<file path="src/rtl/interleaver_pingpong_pkg.sv">
`default_nettype none
// ============================================================================
// Module  : interleaver_pingpong_pkg
// Purpose : Shared constants, bank-state type and reference vectors for the
//           WiMAX QPSK rate-1/2 block interleaver (Ncbps=192, d=16).
// Contents: NCBPS_QPSK, INTLV_D, INTLV_ROWS, bank_state_t,
//           INTLV_GOLDEN_IN / INTLV_GOLDEN_OUT (MSB = bit k=0 / j=0).
// Revision: 1.0 - initial release
// ============================================================================
package interleaver_pingpong_pkg;

  localparam int NCBPS_QPSK = 192;
  localparam int INTLV_D    = 16;
  localparam int INTLV_ROWS = NCBPS_QPSK / INTLV_D;

  typedef enum logic [1:0] {
    EMPTY    = 2'd0,
    FILLING  = 2'd1,
    FULL     = 2'd2,
    DRAINING = 2'd3
  } bank_state_t;

  // Direct-formula permutation, used only to build the reference output.
  // Vectors are MSB first: bit (NCBPS-1-k) holds coded bit k.
  function automatic logic [NCBPS_QPSK-1:0] intlv_permute(input logic [NCBPS_QPSK-1:0] din);
    logic [NCBPS_QPSK-1:0] dout;
    int m;
    dout = '0;
    for (int k = 0; k < NCBPS_QPSK; k++) begin
      m = INTLV_ROWS * (k % INTLV_D) + k / INTLV_D;
      dout[8'(NCBPS_QPSK-1-m)] = din[8'(NCBPS_QPSK-1-k)];
    end
    return dout;
  endfunction

  localparam logic [NCBPS_QPSK-1:0] INTLV_GOLDEN_IN =
    192'h3C5A_96E1_0F7B_D248_A5C3_1E6F_9B07_4D82_6AF1_C39E_58B0_27D4;
  localparam logic [NCBPS_QPSK-1:0] INTLV_GOLDEN_OUT = intlv_permute(INTLV_GOLDEN_IN);

endpackage
`default_nettype wire

</file>
<file path="src/rtl/interleaver_pingpong_addr_gen.sv">
`default_nettype none
// ============================================================================
// Module  : intlv_addr_gen
// Purpose : Incremental write-address generator for the block interleaver.
//           Produces m_k = ROWS*(k mod D) + floor(k/D) without a multiplier.
// Ports   : clk_100 - clock
//           reset   - synchronous, active-high
//           adv     - advance to the next input bit (an accepted write)
//           addr    - bank address for the current bit k
//           last    - current bit is k = NCBPS-1
// Revision: 1.0 - initial release
// ============================================================================
module intlv_addr_gen
  import interleaver_pingpong_pkg::*;
#(
  parameter int NCBPS = NCBPS_QPSK,
  parameter int D     = INTLV_D,
  parameter int AW    = 8
) (
  input  logic          clk_100,
  input  logic          reset,
  input  logic          adv,
  output logic [AW-1:0] addr,
  output logic          last
);

  localparam int ROWS = NCBPS / D;
  localparam int CW   = $clog2(D);
  localparam int RW   = $clog2(ROWS);

  localparam logic [CW-1:0] c_COL_LAST = CW'(D - 1);
  localparam logic [RW-1:0] c_ROW_LAST = RW'(ROWS - 1);
  localparam logic [AW-1:0] c_STEP     = AW'(ROWS);

  // col = k mod D, row = floor(k/D); together they are the write count.
  logic [CW-1:0] r_col;
  logic [RW-1:0] r_row;
  logic [AW-1:0] r_addr;

  assign addr = r_addr;
  assign last = (r_col == c_COL_LAST) && (r_row == c_ROW_LAST);

  always_ff @(posedge clk_100) begin
    if (reset) begin
      r_col  <= '0;
      r_row  <= '0;
      r_addr <= '0;
    end else if (adv) begin
      if (last) begin
        r_col  <= '0;
        r_row  <= '0;
        r_addr <= '0;
      end else if (r_col == c_COL_LAST) begin
        // End of a column sweep: restart at the top of the next row offset.
        r_col  <= '0;
        r_row  <= r_row + 1'b1;
        r_addr <= AW'(r_row) + AW'(1);
      end else begin
        r_col  <= r_col + 1'b1;
        r_addr <= r_addr + c_STEP;
      end
    end
  end

endmodule
`default_nettype wire

</file>
<file path="src/rtl/interleaver_pingpong.sv">
`default_nettype none
// ============================================================================
// Module  : interleaver_pingpong
// Purpose : Ping-pong block interleaver (WiMAX QPSK 1/2, 192 bits, d=16).
//           One bank fills with permuted writes while the other drains
//           sequentially, giving continuous 1 bit/cycle streaming.
// Ports   : clk_100   - sole clock
//           reset     - synchronous, active-high
//           in_data   - coded bit from FEC (k=0 first)
//           in_valid  - in_data valid
//           in_ready  - interleaver can accept a bit
//           out_data  - interleaved bit to modulator
//           out_valid - out_data valid
//           out_ready - modulator accepts
//           blk_start - marks output bit j=0 of each block
// Revision: 1.0 - initial release
// ============================================================================
module interleaver_pingpong
  import interleaver_pingpong_pkg::*;
#(
  parameter int NCBPS = NCBPS_QPSK,
  parameter int D     = INTLV_D,
  parameter int AW    = 8
) (
  input  logic clk_100,
  input  logic reset,
  input  logic in_data,
  input  logic in_valid,
  output logic in_ready,
  output logic out_data,
  output logic out_valid,
  input  logic out_ready,
  output logic blk_start
);

  localparam logic [AW-1:0] c_RD_LAST = AW'(NCBPS - 1);

  logic [NCBPS-1:0] r_bank [2];
  bank_state_t      r_state [2];
  logic             r_wr_bank;
  logic             r_rd_bank;
  logic [AW-1:0]    r_rd_cnt;

  logic [AW-1:0]    w_wr_addr;
  logic             w_wr_last;
  logic             w_wr_fire;
  logic             w_rd_fire;
  logic             w_rd_last;
  bank_state_t      w_wr_state;
  bank_state_t      w_rd_state;
  logic             w_rd_bit;

  assign w_wr_state = r_state[r_wr_bank];
  assign w_rd_state = r_state[r_rd_bank];

  // Both handshake sides decode from registered state only, so there is no
  // combinational path from out_ready to in_ready.
  assign in_ready  = (w_wr_state != FULL) && (w_wr_state != DRAINING);
  assign out_valid = (w_rd_state == FULL) || (w_rd_state == DRAINING);

  assign w_wr_fire = in_valid && in_ready;
  assign w_rd_fire = out_valid && out_ready;
  assign w_rd_last = (r_rd_cnt == c_RD_LAST);

  // Bank contents are never cleared, so gate the data while nothing is valid.
  assign w_rd_bit  = r_bank[r_rd_bank][r_rd_cnt];
  assign out_data  = out_valid && w_rd_bit;
  assign blk_start = out_valid && (r_rd_cnt == '0);

  intlv_addr_gen #(
    .NCBPS (NCBPS),
    .D     (D),
    .AW    (AW)
  ) u_addr_gen (
    .clk_100 (clk_100),
    .reset   (reset),
    .adv     (w_wr_fire),
    .addr    (w_wr_addr),
    .last    (w_wr_last)
  );

  // A write targets an EMPTY/FILLING bank and a read a FULL/DRAINING one, so
  // the two updates below never touch the same bank in one cycle.
  always_ff @(posedge clk_100) begin
    if (reset) begin
      r_state[0] <= EMPTY;
      r_state[1] <= EMPTY;
      r_wr_bank  <= 1'b0;
      r_rd_bank  <= 1'b0;
      r_rd_cnt   <= '0;
    end else begin
      if (w_wr_fire) begin
        r_bank[r_wr_bank][w_wr_addr] <= in_data;
        r_state[r_wr_bank]           <= w_wr_last ? FULL : FILLING;
        if (w_wr_last) begin
          r_wr_bank <= ~r_wr_bank;
        end
      end
      if (w_rd_fire) begin
        r_state[r_rd_bank] <= w_rd_last ? EMPTY : DRAINING;
        if (w_rd_last) begin
          r_rd_bank <= ~r_rd_bank;
          r_rd_cnt  <= '0;
        end else begin
          r_rd_cnt  <= r_rd_cnt + 1'b1;
        end
      end
    end
  end

endmodule
`default_nettype wire

</file>
<file path="config.mk">
export PLATFORM = sky130hd
export DESIGN_NAME = interleaver_pingpong
export DESIGN_NICKNAME = d
export VERILOG_FILES = /design/src/rtl/interleaver_pingpong_pkg.sv /design/src/rtl/interleaver_pingpong_addr_gen.sv /design/src/rtl/interleaver_pingpong.sv
export SDC_FILE = /design/constraint.sdc
export NUM_CORES = 1
export LEC_CHECK = 0
export BUFFER_PORTS_ARGS = -buffer_cell sky130_fd_sc_hd__buf_2
export CAP_MARGIN = 0
export CORE_MARGIN = 8
export CORE_UTILIZATION = 60
export DETAILED_ROUTE_END_ITERATION = 7
export PLACE_DENSITY = 0.76
export SLEW_MARGIN = 5
export SYNTH_ARGS = -nofsm -noshare
export SYNTH_HDL_FRONTEND = slang
export SYNTH_SLANG_ARGS = --single-unit
</file>
<file path="constraint.sdc">
create_clock -name clk_100 -period 5.16 [get_ports clk_100]
set_input_delay 0.258 -clock clk_100 [delete_from_list [all_inputs] [get_ports clk_100]]
set_output_delay 0.258 -clock clk_100 [all_outputs]
set_load 0.1 [all_outputs]
</file>
==> Word level (Yosys, flattened, before mapping) <==
Memories as Yosys holds them, arrays and structs flattened. A register that Yosys moved wholly into a read port is not among the register bits.
Index checks and enable logic that the tools add are counted.
{ "word_totals": {"mem_count": 2, "ff_bits": 26, "mem_bits_ro": 0, "in_bits": 5, "latchBits": 0, "ramBits": 388} }
{ "mem_list": {"columns": ["name", "words", "width", "rd", "rd_clocked_by_memory_dff", "write_ports", "line", "rtl"], "rows": [
  ["r_bank", 2, 192, 1, 1, 1, "interleaver_pingpong.sv:38", "logic [NCBPS-1:0] r_bank [2];"],
  ["r_state", 2, 2, 2, 2, 2, "interleaver_pingpong.sv:39", "bank_state_t r_state [2];"]
]} }
{ "classes": {"order_cmp": 3, "add_sub_neg": 5, "mul": 0, "div_mod_pow": 0, "eq_ne": 7, "bitwise": 2, "shift": 0, "n_mux": 34, "n_reduce_logical": 15} }
{ "op_table": {"columns": ["cell", "count"], "rows": [
  ["$mux W192", 1],
  ["$mux W8", 3],
  ["$mux W1", 20],
  ["$lt A8 B9 Y1 const B", 2],
  ["$mux W4", 4],
  ["$add A4 B1 Y4 const B", 2],
  ["$add A8 B1 Y8 const B", 1],
  ["$add A8 B4 Y8 const B", 1],
  ["$bmux W1 S8", 1],
  ["$demux W1 S8", 1],
  ["$eq A4 B4 Y1 const B", 2],
  ["$eq A8 B8 Y1 const B", 1],
  ["$ge A8 B1 Y1 const B", 1],
  ["$logic_not A8 Y1", 1],
  ["$mux W2", 4],
  ["$logic_and A1 B1 Y1", 7],
  ["$reduce_and A2 Y1", 3],
  ["$add A4 B1 Y5 const B", 1],
  ["$eq A2 B2 Y1 const B", 2],
  ["$ne A2 B2 Y1 const B", 2],
  ["$reduce_or A2 Y1", 2],
  ["$not A1 Y1", 2],
  ["$reduce_bool A2 Y1", 1],
  ["$logic_or A1 B1 Y1", 1]
]} }

==> Logic depth before layout (Yosys ltp) <==
{ "depth": {"depth_word": 8, "ltp_mapped": 12, "ltp_nobuf": 7} }

==> Modules after synthesis <==
From an unflattened synthesis, not the netlist that was laid out.
{ "hier_totals": {"hier_cells": 1335, "hier_area_um2": 18243.7} }
{ "modules_own_cells": {"columns": ["module", "instances", "area_per_inst_um2", "cells_per_inst", "seq_area_each_um2"], "rows": [
  ["interleaver_pingpong", 1, 17483.0, 1248, 11831.3],
  ["intlv_addr_gen", 1, 760.7, 87, 320.3]
]} }

==> Worst setup path before layout <==
Ideal clock, no wire load.
{ "synth_timing": {"path_kind": "register to output", "from": "register (tool-made name)", "to": "output blk_start", "setup_slack_ns": 0.199, "required_time_ns": 4.902, "path_stages_with_launch": 9, "path_buffers": 5, "arrival_ns": 4.703, "cell_sequence": "dfxtp_1 > buf_6 > buf_12 > buf_12 > buf_12 > buf_4 > mux2_2 > nand2_1 > nor4_1"} }
{ "synth_lines": {"columns": ["item", "line", "rtl"], "rows": [
  ["to (decl)", "interleaver_pingpong.sv:33", "output logic blk_start"]
]} }

==> Worst setup path after layout <==
{ "layout_timing": {"from": "register r_rd_cnt[0]", "to": "output out_data"} }
{ "layout_between": {"elab_chain_cells": 3} }
{ "layout_lines": {"columns": ["item", "line", "rtl"], "rows": [
  ["from (decl)", "interleaver_pingpong.sv:42", "logic [AW-1:0] r_rd_cnt;"],
  ["from (signal assigned)", "interleaver_pingpong.sv:105", "r_rd_cnt <= r_rd_cnt + 1'b1;"],
  ["$bmux W1 S8", "interleaver_pingpong.sv:66", "assign w_rd_bit = r_bank[r_rd_bank][r_rd_cnt];"],
  ["$mux W1 (implied by the code)", "interleaver_pingpong.sv:66", null],
  ["$logic_and A1 B1 Y1", "interleaver_pingpong.sv:67", "assign out_data = out_valid && w_rd_bit;"],
  ["to (decl)", "interleaver_pingpong.sv:30", "output logic out_data,"]
]} }
No other way between the ends. The select of a mux whose other input is x is not followed.

==> run summary <==
The width of the chip is 190 um. The clock period minus final worst setup slack is 4290 ps. Setup violations remaining at the end of the flow were counted as 0. The setup TNS came out at 0 ps. The number of different library cells used by synthesis comes to 55. The cell area after layout came out at 0.0199 sq mm. In this run the core area contains 64 standard-cell rows. The quantity of gates resized following cts is 0. The post-synthesis cell count is 1330. In the synthesized netlist the async set-or-reset flop fraction comes to 0%. The die height came out at 190 um. In the final routed layout, each cell accounts on average for 24.1 um. The category of the most critical setup path is register to primary output. The register bit count reported by yosys is 414.

The biggest area contributor in the post-synthesis netlist is sky130_fd_sc_hd__edfxtp_1. The number of standard cells in the layout, taps in and fillers out came out at 1735. The number of clock sinks came out at 414.

In the finished design, the share of the clock period the worst path needs comes to 83.1%. In this run the worst path has a maximum fanout of 55. The ratio of cells with drive above 1 in the final layout is 13.0%. The antenna violation net count after detailed routing is 0. The number of nets in the synthesized netlist is 1344. The largest stage delay on the critical path came out at 920 ps. The static leakage is 5.94 nW.

The via count of the first global-routing pass came to 11100. The total inserted antenna cells came out at 0. The cell at the slowest stage of the critical path is sky130_fd_sc_hd__dfxtp_4.

STA classifies the critical path startpoint as a register. The pin slew with the least headroom to its limit came out at 1180 ps. The total I/O pin count is 9.

The number of H-tree levels is 2. Timing analysis after detailed placement gives a worst setup slack of 1450 ps. The core footprint is 0.0303 sq mm.

The average size of a mapped cell came out at 13.7 sq um. The maximum number of buffers from clock root to sink came out at 3. The final number of hold-violating endpoints came out at 0.

TritonCTS built the clock tree. The root buffer cell is sky130_fd_sc_hd__clkbuf_16. The final worst hold slack came out at 191 ps. The total congestion overflow after global routing came out at 0.

In the routed layout, each cell is associated on average with a via count of 6.47. The data arrival time of the critical path is 4030 ps. The met3 track utilization from global routing is 3.84%.

The worst clock skew came out at 18.5 ps. For this run, the post-layout net count is 1322. The largest net degree at the start of global routing came out at 201. The number of buffers added by the clock tree synthesis step came out at 43. The worst pin sits at a relative slew slack of 20.6%.

The total wire length after detailed routing is 41800 um. Setup repair after global routing left no endpoint under its margin. The number of enable-type register cells in the synthesized netlist is 386.

The met2 track utilization from global routing came out at 38.1%. The total of hold buffers inserted after clock tree synthesis is 0. The layer flagged by global routing as most heavily used is met2. The sink of the worst hold path is u_addr_gen.r_col[2]. The run finished with clean final reports.

The peak supply drop came out at 0.208 mV. The worst register-to-register path ends at r_bank[0][125]. The number of buffers inserted by post-CTS setup repair is 0.

In this design, the critical path's most frequently occurring cell is sky130_fd_sc_hd__nor3_1. The detailed router's first-iteration violation count is 1386. The global routing usage summed across all routing layers is 23.2%. Routability-driven placement finished with a final weighted congestion of 0.817.

For this run, global-route usage on met1 was measured as 30.6%. The post-detailed-placement half-perimeter wirelength is 24100 um. The sum of internal, switching and leakage power came out at 6.95 mW. The total vias in the final route is 11200. The clock reaches the later pin of the worst-skew pair after 540 ps.

The first-pass GRT wire length is 64400 um. The share of the core filled with cells is 65.7%. Ranked by total cell area, the synthesized netlist is headed by sky130_fd_sc_hd__edfxtp_1 64%, sky130_fd_sc_hd__nor2_1 8.6%, sky130_fd_sc_hd__mux4_2 8.2%, sky130_fd_sc_hd__dfxtp_1 3.1%, sky130_fd_sc_hd__mux4_1 2.5%. Among all flip-flop cells after synthesis, the most frequent one is sky130_fd_sc_hd__edfxtp_1. The highest attainable clock frequency came out at 233 MHz. The min-delay analysis places its worst path in the category input pin to register. The initial antenna violation count is 0. Once placement completed, the tool counted placed cells totaling 1659. The DRC violations left came out at 0.

In this run the critical register-to-register path is launched from r_state[1][1]. The post-route worst setup slack came out at 871 ps. The initial standard-cell utilization of the core is 60.2%.

The data required time of the worst path is 4900 ps. In this run the most critical hold path is launched from reset. The worst setup path is captured at a primary output. The count of warnings emitted by yosys came out at 0. The first TritonRoute pass finished after 5 iterations. The post-synthesis instance area came out at 0.0182 sq mm. The slack of the worst reg-to-reg path is 1460 ps. For this design the ratio of total power to cell area is 349 mW/mm^2. The number of max-slew violations in the final report is 0. The max-cap violation count is 0. The total cell area at the placement stage is 0.0185 sq mm. The port buffer count came out at 8. The sequential element share of the synthesized area came out at 66.7%. The hold-critical path depth came out at 2. The signal on the critical path passes through buf_4 -> mux4_2 -> a22o_1 -> a221oi_1 -> o22ai_1 -> nor3_1 -> nor3_1 -> or3_1 -> buf_2. The clock slew seen by the registers of the worst setup and hold paths came out at 60 ps. The number of cells on the worst reg-to-reg path is 5.

In this run the biggest area consumer among cell types represents 63.6% of the synthesized area. The die outline area is 0.0362 sq mm. The growth of design area from synthesis to finish came out at 9.21%.
[registers in the layout (all words and copies together) (netlist names), named ones only]
name	cells
r_state	2
r_rd_cnt	8
u_addr_gen.r_col	4
r_wr_bank	1
r_rd_bank	1
r_bank	384
u_addr_gen.addr	8
u_addr_gen.r_row	4
[how the worst max path moves through the flow]
stage | to | startpoint | cells past startpoint | slack [ps]
floorplan | blk_start | register | 8 | 200
global placement | out_data | register | 9 | 1430
detailed placement | out_data | register | 9 | 1450
CTS | out_data | register | 9 | 890
global route | out_data | register | 9 | 690
finish | out_data | r_rd_cnt[0] | 9 | 870
[layout make-up]
type,count,area (sq um)
Fill cell,2124,10400
Tap cell,396,495
Multi-Input combinational cell,809,5560
Timing Repair Buffer,34,282
Clock inverter,21,196
Sequential cell,414,12200
Inverter,6,22.5
Clock buffer,55,1180
[placed cells by master, fill, tap and decap left out, types with 6 or more instances in the layout]
cell and count:
sky130_fd_sc_hd__nand4_1 6, sky130_fd_sc_hd__nand2_1 72, sky130_fd_sc_hd__nand3_1 17, sky130_fd_sc_hd__clkinv_1 7
sky130_fd_sc_hd__xor2_1 8, sky130_fd_sc_hd__clkbuf_1 8, sky130_fd_sc_hd__nor2b_1 12, sky130_fd_sc_hd__mux2i_1 36
sky130_fd_sc_hd__edfxtp_1 386, sky130_fd_sc_hd__nor2_1 417, sky130_fd_sc_hd__a21oi_1 21, sky130_fd_sc_hd__a22oi_1 9
sky130_fd_sc_hd__clkbuf_16 45, sky130_fd_sc_hd__o21ai_0 11, sky130_fd_sc_hd__buf_4 23, sky130_fd_sc_hd__buf_2 7
sky130_fd_sc_hd__a221oi_1 12, sky130_fd_sc_hd__a22o_1 8, sky130_fd_sc_hd__clkinv_2 10, sky130_fd_sc_hd__dfxtp_1 26
sky130_fd_sc_hd__mux4_2 66, sky130_fd_sc_hd__ha_1 9, sky130_fd_sc_hd__nor3_1 15, sky130_fd_sc_hd__mux4_1 17
[worst max-delay path: cells and delay by family, from the launching register on]
family	cells	cell delay (ps)
AO/OA/AOI/OAI	3	750
buffers and inverters	2	740
flip-flops	1	920
multiplexers	1	340
AND/OR/NAND/NOR	3	710
[per-layer routing]
metal / vias to the layer above / share of wire, % / wire (um)
li1: 4842 / - / -
met1: 5692 / 38 / 15800
met2: 553 / 49 / 20500
met3: 131 / 8.9 / 3730
met4: 0 / 4.2 / 1740
met5: - / 0 / 0
[synthesized netlist by cell type (all sizes together), types with 6 or more instances]
library cell,number
buf,23
ha,9
clkbuf,78
mux4,83
nor3,15
nand2,72
o21ai,11
a22o,8
xor2,8
mux2i,36
nor2,417
a21oi,21
nor2b,12
a221oi,12
edfxtp,386
a22oi,9
inv,6
nand3,17
dfxtp,28
nand4,6
[logic make-up (layout without fill, tap and decap cells)]
logic type | after synthesis | after routing | synth area share [%]
xor+xnor | 13 | 13 | 0.625
compound gates | 91 | 91 | 3.50
buf+inv | 107 | 116 | 2.82
fa+ha+maj | 9 | 9 | 0.618
simple gates | 574 | 574 | 13.0
mux | 122 | 122 | 12.8
flops | 414 | 414 | 66.7
[report_power, final]
group	internal (mW)	leakage [nW]	switching [mW]
clock	1.81	0.685	1.23
sequential	3.67	3.70	0.0185
combinational	0.0559	1.56	0.163
total	5.54	5.94	1.41
(Power assumes the default switching activity.)
